[config.mk]
export PLATFORM = sky130hd
export DESIGN_NAME = conv1d_seq
export DESIGN_NICKNAME = d
export VERILOG_FILES = /design/src/rtl/conv1d_pkg.sv /design/src/rtl/vec_mat_mac.sv /design/src/rtl/conv1d_seq.sv
export SDC_FILE = /design/constraint.sdc
export NUM_CORES = 1
export LEC_CHECK = 0
export ABC_CLOCK_PERIOD_IN_PS = 18000
export BUFFER_PORTS_ARGS = -buffer_cell sky130_fd_sc_hd__buf_2
export CORE_MARGIN = 5
export CORE_UTILIZATION = 40
export CTS_CLUSTER_SIZE = 20
export DETAILED_ROUTE_END_ITERATION = 16
export PLACE_DENSITY = 0.58
export RECOVER_POWER = 50
export SETUP_SLACK_MARGIN = 0.02
export SLEW_MARGIN = 20
export SYNTH_ARGS = -nofsm -noshare
export SYNTH_HDL_FRONTEND = slang
export SYNTH_HIERARCHICAL = 1
export SYNTH_SLANG_ARGS = --single-unit
[constraint.sdc]
create_clock -name clk -period 18 [get_ports clk]
set_input_delay 0.9 -clock clk [delete_from_list [all_inputs] [get_ports clk]]
set_output_delay 0.9 -clock clk [all_outputs]
set_load 0.03 [all_outputs]
[src/rtl/conv1d_pkg.sv]
// Shared types and sizing helpers for the sequential 1-D convolution block.
package conv1d_pkg;

    typedef enum logic [2:0] {
        ST_IDLE   = 3'd0,
        ST_MAC    = 3'd1,
        ST_BIAS   = 3'd2,
        ST_NARROW = 3'd3,
        ST_HOLD   = 3'd4
    } state_e;

    localparam int unsigned FRAC_DEFAULT = 12;

    // Accumulator wide enough for K*C full-precision products plus bias without wrap.
    function automatic int unsigned acc_width(input int unsigned w,
                                              input int unsigned k,
                                              input int unsigned c);
        return 2 * w + int'($clog2(k * c)) + 1;
    endfunction

    // Tap counter width; at least one bit so K=1 still has a counter.
    function automatic int unsigned tap_width(input int unsigned k);
        return (k > 1) ? int'($clog2(k)) : 1;
    endfunction

endpackage

[src/rtl/vec_mat_mac.sv]
// One tap of the convolution: C-input by C-output multiply-sum against the
// weight ROM slice selected by the tap index. Purely combinational.
module vec_mat_mac
    import conv1d_pkg::*;
#(
    parameter int unsigned W     = 16,
    parameter int unsigned C     = 4,
    parameter int unsigned K     = 4,
    parameter int unsigned ACC_W = 37,
    parameter int unsigned TAP_W = 2,
    parameter logic [K*C*C*W-1:0] WEIGHT_INIT = '0
) (
    input  logic [TAP_W-1:0]     tap,
    input  logic [K*C*W-1:0]     x_all,
    output logic [C*ACC_W-1:0]   y_c
);

    logic signed [W-1:0]     rom [K][C][C];
    logic signed [W-1:0]     xa  [K][C];
    logic signed [ACC_W-1:0] sum_c [C];

    // Unpack weight ROM (tap-major, then input channel, then output channel) and activations.
    for (genvar gk = 0; gk < K; gk++) begin : g_tap
        for (genvar gi = 0; gi < C; gi++) begin : g_in
            assign xa[gk][gi] = x_all[(gk*C+gi)*W +: W];
            for (genvar gj = 0; gj < C; gj++) begin : g_out
                assign rom[gk][gi][gj] = WEIGHT_INIT[((gk*C+gi)*C+gj)*W +: W];
            end
        end
    end

    // Full-precision signed product, sign-extended to 2W before multiplying.
    function automatic logic signed [2*W-1:0] smul(input logic signed [W-1:0] x_in,
                                                   input logic signed [W-1:0] w_in);
        return (2*W)'(x_in) * (2*W)'(w_in);
    endfunction

    // All C*C products of the selected tap summed per output channel.
    always_comb begin
        for (int j = 0; j < C; j++) begin
            sum_c[j] = '0;
            for (int i = 0; i < C; i++) begin
                sum_c[j] = sum_c[j] + ACC_W'(smul(xa[tap][i], rom[tap][i][j]));
            end
        end
    end

    // Flatten per-channel sums onto the output bus.
    always_comb begin
        y_c = '0;
        for (int j = 0; j < C; j++) begin
            y_c[j*ACC_W +: ACC_W] = sum_c[j];
        end
    end

endmodule

[src/rtl/conv1d_seq.sv]
// Sequential 1-D convolution: captures K taps of C channels, accumulates one
// tap per cycle, adds bias, narrows to W bits with saturation and optional
// ReLU, then holds the result until the consumer accepts it.
// WEIGHT_INIT / BIAS_INIT carry the flattened contents of B_VALUES/weights.hex
// and B_VALUES/bias.hex (entry 0 in the least significant slot).
module conv1d_seq
    import conv1d_pkg::*;
#(
    parameter int unsigned W    = 16,
    parameter int unsigned C    = 4,
    parameter int unsigned K    = 4,
    parameter int unsigned FRAC = FRAC_DEFAULT,
    parameter B_VALUES          = "qconv0_weights",
    parameter logic [K*C*C*W-1:0] WEIGHT_INIT = '0,
    parameter logic [C*2*W-1:0]   BIAS_INIT   = '0
) (
    input  logic               clk,
    input  logic               rst,
    input  logic               in_v,
    output logic               in_ready,
    input  logic [K*C*W-1:0]   a,
    input  logic               apply_relu,
    output logic [C*W-1:0]     out,
    output logic               out_v,
    input  logic               out_ready
);

    localparam int unsigned ACC_W = acc_width(W, K, C);
    localparam int unsigned TAP_W = tap_width(K);

    localparam logic signed [ACC_W-1:0] SAT_MAX = {{(ACC_W-W+1){1'b0}}, {(W-1){1'b1}}};
    localparam logic signed [ACC_W-1:0] SAT_MIN = {{(ACC_W-W+1){1'b1}}, {(W-1){1'b0}}};
    localparam logic [W-1:0] OUT_MAX = {1'b0, {(W-1){1'b1}}};
    localparam logic [W-1:0] OUT_MIN = {1'b1, {(W-1){1'b0}}};

    // Elaboration-time parameter sanity.
    if (K < 1) begin : g_bad_k
        $error("conv1d_seq: K must be at least 1");
    end
    if ($bits(B_VALUES) == 0) begin : g_bad_dir
        $error("conv1d_seq: B_VALUES must name the weight directory");
    end

    state_e                  state_q, state_d;
    logic [TAP_W-1:0]        tap_q, tap_d;
    logic                    in_ready_q, in_ready_d;
    logic                    out_v_q, out_v_d;
    logic [K*C*W-1:0]        a_q, a_d;
    logic                    relu_q, relu_d;
    logic signed [ACC_W-1:0] acc_q [C];
    logic signed [ACC_W-1:0] acc_d [C];
    logic [C*W-1:0]          out_q, out_d;

    logic signed [2*W-1:0]   bias [C];
    logic [C*ACC_W-1:0]      mac_c;

    // Bias ROM, one 2W-bit entry per output channel.
    for (genvar gj = 0; gj < C; gj++) begin : g_bias
        assign bias[gj] = BIAS_INIT[gj*2*W +: 2*W];
    end

    vec_mat_mac #(
        .W           (W),
        .C           (C),
        .K           (K),
        .ACC_W       (ACC_W),
        .TAP_W       (TAP_W),
        .WEIGHT_INIT (WEIGHT_INIT)
    ) u_mac (
        .tap   (tap_q),
        .x_all (a_q),
        .y_c   (mac_c)
    );

    // Scale down by FRAC, saturate to W bits, then optionally clamp negatives.
    function automatic logic [W-1:0] narrow(input logic signed [ACC_W-1:0] v,
                                            input logic relu);
        logic signed [ACC_W-1:0] s;
        logic [W-1:0]            r;
        s = v >>> FRAC;
        if (s > SAT_MAX) begin
            r = OUT_MAX;
        end else if (s < SAT_MIN) begin
            r = OUT_MIN;
        end else begin
            r = W'(s);
        end
        if (relu && r[W-1]) begin
            r = '0;
        end
        return r;
    endfunction

    // Next-state and datapath updates for the capture/MAC/bias/narrow/hold sequence.
    always_comb begin
        state_d = state_q;
        tap_d   = tap_q;
        out_v_d = out_v_q;
        a_d     = a_q;
        relu_d  = relu_q;
        acc_d   = acc_q;
        out_d   = out_q;

        case (state_q)
            ST_IDLE: begin
                if (in_v && in_ready_q) begin
                    a_d     = a;
                    relu_d  = apply_relu;
                    tap_d   = '0;
                    for (int j = 0; j < C; j++) begin
                        acc_d[j] = '0;
                    end
                    state_d = ST_MAC;
                end
            end
            ST_MAC: begin
                for (int j = 0; j < C; j++) begin
                    acc_d[j] = acc_q[j] + $signed(mac_c[j*ACC_W +: ACC_W]);
                end
                if (tap_q == TAP_W'(K - 1)) begin
                    state_d = ST_BIAS;
                end else begin
                    tap_d = tap_q + TAP_W'(1);
                end
            end
            ST_BIAS: begin
                for (int j = 0; j < C; j++) begin
                    acc_d[j] = acc_q[j] + ACC_W'(bias[j]);
                end
                state_d = ST_NARROW;
            end
            ST_NARROW: begin
                for (int j = 0; j < C; j++) begin
                    out_d[j*W +: W] = narrow(acc_q[j], relu_q);
                end
                out_v_d = 1'b1;
                state_d = ST_HOLD;
            end
            ST_HOLD: begin
                if (out_ready) begin
                    out_v_d = 1'b0;
                    state_d = ST_IDLE;
                end
            end
            default: begin
                state_d = ST_IDLE;
            end
        endcase

        in_ready_d = (state_d == ST_IDLE);
    end

    // Control registers; reset returns to IDLE ready for a new capture.
    always_ff @(posedge clk or posedge rst) begin
        if (rst) begin
            state_q    <= ST_IDLE;
            tap_q      <= '0;
            in_ready_q <= 1'b1;
            out_v_q    <= 1'b0;
        end else begin
            state_q    <= state_d;
            tap_q      <= tap_d;
            in_ready_q <= in_ready_d;
            out_v_q    <= out_v_d;
        end
    end

    // Datapath registers; reset discards any transaction in flight.
    always_ff @(posedge clk or posedge rst) begin
        if (rst) begin
            a_q    <= '0;
            relu_q <= 1'b0;
            out_q  <= '0;
            for (int j = 0; j < C; j++) begin
                acc_q[j] <= '0;
            end
        end else begin
            a_q    <= a_d;
            relu_q <= relu_d;
            out_q  <= out_d;
            for (int j = 0; j < C; j++) begin
                acc_q[j] <= acc_d[j];
            end
        end
    end

    assign in_ready = in_ready_q;
    assign out_v    = out_v_q;
    assign out      = out_q;

endmodule

==> results.md, run 1 <==
* Status: complete, but fails checks
* Violated checks: capacitance limit, slew limit
* Maximum clock rate at 0.159 GHz
* Synth Instances at 1,993
* Nets@finish at roughly 2,400
* Hold WS at roughly 0.47 ns
* I/O pins at 327
* First-pass GRT wire length at 63.5 mm
* Internal power at around 1.9 mW
* Number of synthesis warnings at 6
* RSZ-0062 raised after global routing: no
* Final setup fails at 0
* Crit end category: async pin
* PostCTS Resize Cnt at 0
* Total number of vias at 13,400
* Setup_tns at 0 ns
* HPWL after detailed placement at roughly 25 mm
* Reg2Reg Depth at 7
* Kind of critical path: input pin to async pin
* Aggregate global routing overflow at 0
* Filler cell count at 4,141
* Drt drc at 0
* Cts hold-fix bufs at 0
* Final Max Slew Viols at 340
* Clock Skew at 0.0122 ns
* Type of the worst min-delay path: register to register
* Fraction of layout cells with a size suffix above 1 at 0.0387
* H-tree depth at 1
* Vias in the first global route at 13,100
* Crit share post-route at 0.350
* Placed insts at 2,523
* Starting Density at 0.406
* Syn_area_per_cell at 8.35 um^2
* N_diodes at 0
* Cts bufs inserted at 27
* Placed Area at about 0.017 mm^2
* Max Cap Viol at 5
* Min cycle time layout at 6.30 ns
* Design Area, Final at 0.0177 mm^2
* Non-Filler Instances at 2,572
* Hold Path Origin: out[40]$_DFFE_PP0P_
* Area of the core at 0.0410 mm^2
* PwrDens at about 200 mW/mm^2
* Clk sinks at 220
* VDD IR max at ~120 uV
* Final hold vios at 0
* Drt wl/cell at 14.2 um
* FP Rows at 74
* Worst flop-to-flop path startpoint: state_q[1]$_DFF_PP0_
* I/O Buffers at 70
* Leak at roughly 8.4 nW
* Net Switching at approximately 1.7 mW
* R2r setup slk at 13.60 ns
* Root cell of the clock tree: clkbuf_16
* Logic pwr share at 0.587
* GPL Wtd Cong at 0.845
* Critical Path AT at 6.88 ns
* Slew Limit Headroom at -2.40
* Via density at between 5 and 6
* Syn Std Cell Area at 0.0166 mm^2
* Total Routed Length at 36.5 mm
* Reg clk slew, reported paths at 0.06 ns
* CTS max path bufs at 3
* Layout area overhead at 6.39%
* CTS tree: yes
* Reg-to-reg endpoint: acc_q[109]$_DFFE_PP0P_
* Later-pin clock latency in the skew report at 0.55 ns
* Required time of the worst setup path at 18.58 ns
* Post-route ant nets at 0
* CP Max Fanout at between 100 and 150
* Total GRT Usage at 0.156
* Largest net degree at the start of global routing at ~110
* Die width at 214 um
* Worst Hold End: out[40]$_DFFE_PP0P_
* Height of the die at 214 um
* Setup Buffers After CTS at 0
* Initial antenna violation count at 0
* Iteration-0 DRC Markers at between 600 and 700
* DR pass1 iterations at 5
* Worst Setup Start Kind: input pin
* Clock power frac at 0.154
* Die area at 0.0458 mm^2
* Part of the power in registers at 0.258
* Sw Ratio at 0.474
* Min-Delay Path Depth at 2
* Tightest Pin Transition at ~5 ns
placed cells by master (no fill, tap or decap), types with 8 or more instances in the layout:
| cell | count |
|---|---|
| a21oi_1 | 123 |
| nand4_1 | 27 |
| a21o_1 | 80 |
| nor2b_1 | 14 |
| nor3_1 | 14 |
| xnor2_1 | 59 |
| a211oi_1 | 16 |
| o31ai_1 | 12 |
| o21a_1 | 21 |
| nor4_1 | 8 |
| inv_1 | 39 |
| nand3_1 | 70 |
| clkbuf_1 | 72 |
| a31oi_1 | 20 |
| nand2b_1 | 28 |
| a221oi_1 | 8 |
| o21ai_0 | 245 |
| nand2_1 | 259 |
| clkbuf_16 | 27 |
| nor2_1 | 140 |
| ha_1 | 145 |
| a22o_1 | 10 |
| dfrtp_1 | 219 |
| conb_1 | 148 |
| o21ai_1 | 8 |
| xor2_1 | 67 |
| o21bai_1 | 15 |
| and3_1 | 8 |
cell type report:
class,instances,area (um^2),share of cell area
sequential,220,5510,0.311
clock inverter,12,120,0.00679
inverter,40,151,0.00855
clock buffer,37,783,0.0443
multi-input combinational,1651,10100,0.573
tap,532,666,0.0376
timing repair buffer,80,329,0.0186
sequential cells by signal (all words and copies together) (netlist names):
register	count
out	64
tap_q	2
in_ready	1
out_v	1
relu_q	1
state_q	3
acc_q	148
metrics by stage:
step                setup WS (ns)  total power, mW   util
finish                      11.70             3.60  0.432
global route                10.18             3.98  0.432
CTS                         14.83             3.55  0.434
detailed placement          14.76             2.98  0.412
global placement            14.77             2.94  0.412
floorplan                   11.08             2.61      -
worst max-delay path by stage:
stage / start / to / cells after the start
floorplan: rst / acc_q[0]$_DFFE_PP0P_ / 1
global placement: rst / acc_q[38]$_DFFE_PP0P_ / 4
detailed placement: rst / acc_q[37]$_DFFE_PP0P_ / 4
CTS: state_q[1]$_DFF_PP0_ / acc_q[35]$_DFFE_PP0P_ / 6
global route: rst / acc_q[143]$_DFFE_PP0P_ / 4
finish: rst / acc_q[143]$_DFFE_PP0P_ / 4
power groups by stage:
stage               Clock [mW]  Sequential, mW  Combinational (mW)
global route             0.592           0.969                2.42
finish                   0.556           0.931                2.12
floorplan                    0            1.02                1.59
CTS                      0.575           0.933                2.05
global placement             0           0.931                2.01
detailed placement           0           0.938                2.04
worst max-delay path, stage by stage:
cell and delay [ns]:
buf_2 0.10, clkinvlp_2 2.78, clkbuf_1 2.14, buf_4 0.91
layer usage:
| metal | vias to the layer above | share of wire | GRT usage |
|---|---|---|---|
| met4 | 0 | 0.018 | 0.0294 |
| met5 | - | 0 | 0 |
| met2 | 152 | 0.45 | 0.260 |
| li1 | 6852 | - | - |
| met3 | 37 | 0.032 | 0.0241 |
| met1 | 6341 | 0.50 | 0.219 |
Note: power is estimated with default switching activity, not from simulation.
==> run 2, diff against run 1 <==
--- a/config.mk
+++ b/config.mk
@@ -5,13 +5,13 @@
 export SDC_FILE = /design/constraint.sdc
 export NUM_CORES = 1
 export LEC_CHECK = 0
-export ABC_CLOCK_PERIOD_IN_PS = 18000
+export ABC_CLOCK_PERIOD_IN_PS = 5200
 export BUFFER_PORTS_ARGS = -buffer_cell sky130_fd_sc_hd__buf_2
 export CORE_MARGIN = 5
 export CORE_UTILIZATION = 40
 export CTS_CLUSTER_SIZE = 20
 export DETAILED_ROUTE_END_ITERATION = 16
-export PLACE_DENSITY = 0.58
+export PLACE_DENSITY = 0.6
 export RECOVER_POWER = 50
 export SETUP_SLACK_MARGIN = 0.02
 export SLEW_MARGIN = 20
==> constraint.sdc (replaced) <==
create_clock -name clk -period 5.2 [get_ports clk]
set_input_delay 0.26 -clock clk [delete_from_list [all_inputs] [get_ports clk]]
set_output_delay 0.26 -clock clk [all_outputs]
set_load 0.03 [all_outputs]
==> run 2 against run 1 <==
Net effect: the flow still finishes with violations (capacitance limit, slew limit); largest power group unchanged; total power increased to 3.5 times the previous value; non-clock buffer count grew 3; core utilization increased by 0.25 points; via count rose by 0.22%; sequential share of layout area decreased by 0.18 points; critical path depth up 2; critical endpoint is now acc_q[35]$_DFFE_PP0P_; register-to-register slack worse by 11 ns.
==> results.md, run 2 (synthesis results as in run 1) <==
* Internal power at 6.64 mW (+250%)
* HPWL after detailed placement at 25.4 mm (+0.26%)
* Hold WS at 0.219 ns (-0.254 ns)
* Placed insts at 2,523 (unchanged)
* CP max stage delay at 0.82 ns (-1.96 ns)
* Total number of vias at 13,400 (+0.22%)
* Overall Power at 12.5 mW (+250%)
* CP Max Fanout at 96 (-15%)
* Most common cell after layout, fill and taps aside: nand2_1
* Crit share post-route at 0.498
* CTS tree: yes
* GPL Wtd Cong at 0.859 (+1.7%)
* DR pass1 iterations at 5 (unchanged)
* Worst Setup Start Kind: register
* PwrDens at 705 mW/mm^2 (+250%)
* Largest register FFs at 148 (unchanged)
* Drt wl/cell at 14.2 um (about the same)
* Worst path cell trace: nand2b_1 > or2_4 > buf_12 > o31ai_1 > a31oi_1 > nand3_1
* Max Cap Viol at 1 (-4)
* Largest net degree at the start of global routing at 141 (+24%)
* I/O Buffers at 70 (unchanged)
* Required time of the worst setup path at 5.63 ns (-12.95 ns)
* Area of the core at 0.0410 mm^2 (unchanged)
* FP Rows at 74 (unchanged)
* Tightest Pin Transition at 1.51 ns (-3.57 ns)
* Clk sinks at 220 (unchanged)
* Sw Ratio at 0.470 (-0.00353)
* Non-Filler Instances at 2,575 (+0.12%)
* Clock power frac at 0.159 (+0.005)
* Nets@finish at 2,433 (+0.12%)
* H-tree depth at 1 (unchanged)
* Initial antenna violation count at 0 (unchanged)
* VDD IR max at 402 uV (+230%)
* N_diodes at 0 (unchanged)
* Type of the worst min-delay path: input pin to register
* I/O pins at 327 (unchanged)
* Total Routed Length at 36.5 mm (about the same)
* Layout area overhead at 7.00%
* Later-pin clock latency in the skew report at 0.55 ns (about the same)
* Via density at 5.21 (+0.11%)
* Crit end category: register
* Status: complete, but fails checks
* Drt drc at 0 (unchanged)
* Min cycle time layout at ~2.6 ns
* Die area at 0.0458 mm^2 (unchanged)
* Final setup fails at 0 (unchanged)
* Root cell of the clock tree: clkbuf_16
* Part of the power in registers at 0.258 (about the same)
* Kind of critical path: register to register
* Clock Skew at 0.00705 ns (-0.00516 ns)
* Maximum clock rate at approximately 0.39 GHz
* PostCTS Resize Cnt at 0 (unchanged)
* Iteration-0 DRC Markers at 664 (+0.61%)
* Most flops, register: acc_q
* Aggregate global routing overflow at 0 (unchanged)
* Reg clk slew, reported paths at 0.06 ns (about the same)
* Violated checks: capacitance limit, slew limit
* Cts bufs inserted at 27 (unchanged)
* Critical Path AT at 3.02 ns (-3.86 ns)
* Vias in the first global route at 13,100 (+0.70%)
* Leak at 8.48 nW (+0.49%)
* Final hold vios at 0 (unchanged)
* Height of the die at 214 um (unchanged)
* CTS max path bufs at 3 (unchanged)
* Final Max Slew Viols at 58 (-83%)
* Slew Limit Headroom at -0.00592 (+2.40)
* Setup_tns at 0 ns (unchanged)
* Net Switching at 5.90 mW (+250%)
* Most frequent cells in the layout: 259 x nand2_1, 245 x o21ai_0, 219 x dfrtp_1
* CP max stage cell: or2_4
* RSZ-0062 raised after global routing: no
* Post-route ant nets at 0 (unchanged)
* Fraction of layout cells with a size suffix above 1 at 0.0392 (+0.000433)
* First-pass GRT wire length at 63.4 mm (about the same)
* Starting Density at 0.406 (unchanged)
* Logic pwr share at 0.584 (-0.003)
* Total GRT Usage at 0.156 (about the same)
* Die width at 214 um (unchanged)
-- run 2: path summary, 6_finish.rpt --
check / startpoint / cells past startpoint / endpoint / slack [ns]
max in group asynchronous: rst / 4 / acc_q[137]$_DFFE_PP0P_ / 2.73
hold / removal: in_v / 5 / relu_q$_DFFE_PP0P_ / 0.22
setup reg to reg: state_q[1]$_DFF_PP0_ / 6 / acc_q[35]$_DFFE_PP0P_ / 2.61
min in group asynchronous: rst / 3 / out[36]$_DFFE_PP0P_ / 0.48
hold reg to reg: out[46]$_DFFE_PP0P_ / 2 / out[46]$_DFFE_PP0P_ / 0.47
setup / recovery: state_q[1]$_DFF_PP0_ / 6 / acc_q[35]$_DFFE_PP0P_ / 2.61
-- run 2: repair_timing --
| action | in CTS | in global routing |
|---|---|---|
| endpoints found under the hold margin | 24 | 0 |
| buffers inserted | 0 | 0 |
| hold buffers | 3 | 0 |
-- run 2: area by class of cell --
| cell class | count | area (um^2) |
|---|---|---|
| Fill cell | 4107 | 23200 |
| Multi-Input combinational cell | 1651 | 10100 |
| Sequential cell | 220 | 5510 |
| Clock buffer | 38 | 777 |
| Tap cell | 532 | 666 |
| Timing Repair Buffer | 83 | 395 |
| Clock inverter | 11 | 164 |
| Inverter | 40 | 151 |
-- run 2: per-stage QoR --
step                 util  cell area, um^2  setup slack, ns
global placement    0.412            16900             2.61
CTS                 0.436            17900             2.57
global route        0.434            17800             2.20
detailed placement  0.412            16900             2.57
finish              0.434            17800             2.61
floorplan               -            17200             2.07
-- run 2: power by group through the flow --
stage               sequential [mW]  clock (mW)  combinational [mW]
finish                         3.23        1.99                7.32
floorplan                      3.53           0                5.50
global route                   3.36        2.12                8.31
global placement               3.22           0                6.95
CTS                            3.24        2.06                7.10
detailed placement             3.25           0                7.07
-- run 2: per-layer routing --
layer	vias to the layer above	track usage	share of wire	wire length [um]
met5	-	0	0	0
met4	0	0.0277	0.015	561
met3	36	0.0243	0.037	1370
met2	166	0.263	0.45	16600
met1	6352	0.217	0.49	18000
li1	6858	-	-	-
-- run 2: critical path: cells and delay by family (launching register included) --
kind / cells / cell delay, ns
buf+inv: 1 / 0.39
flops: 1 / 0.62
simple gates: 3 / 1.15
compound gates: 2 / 0.28
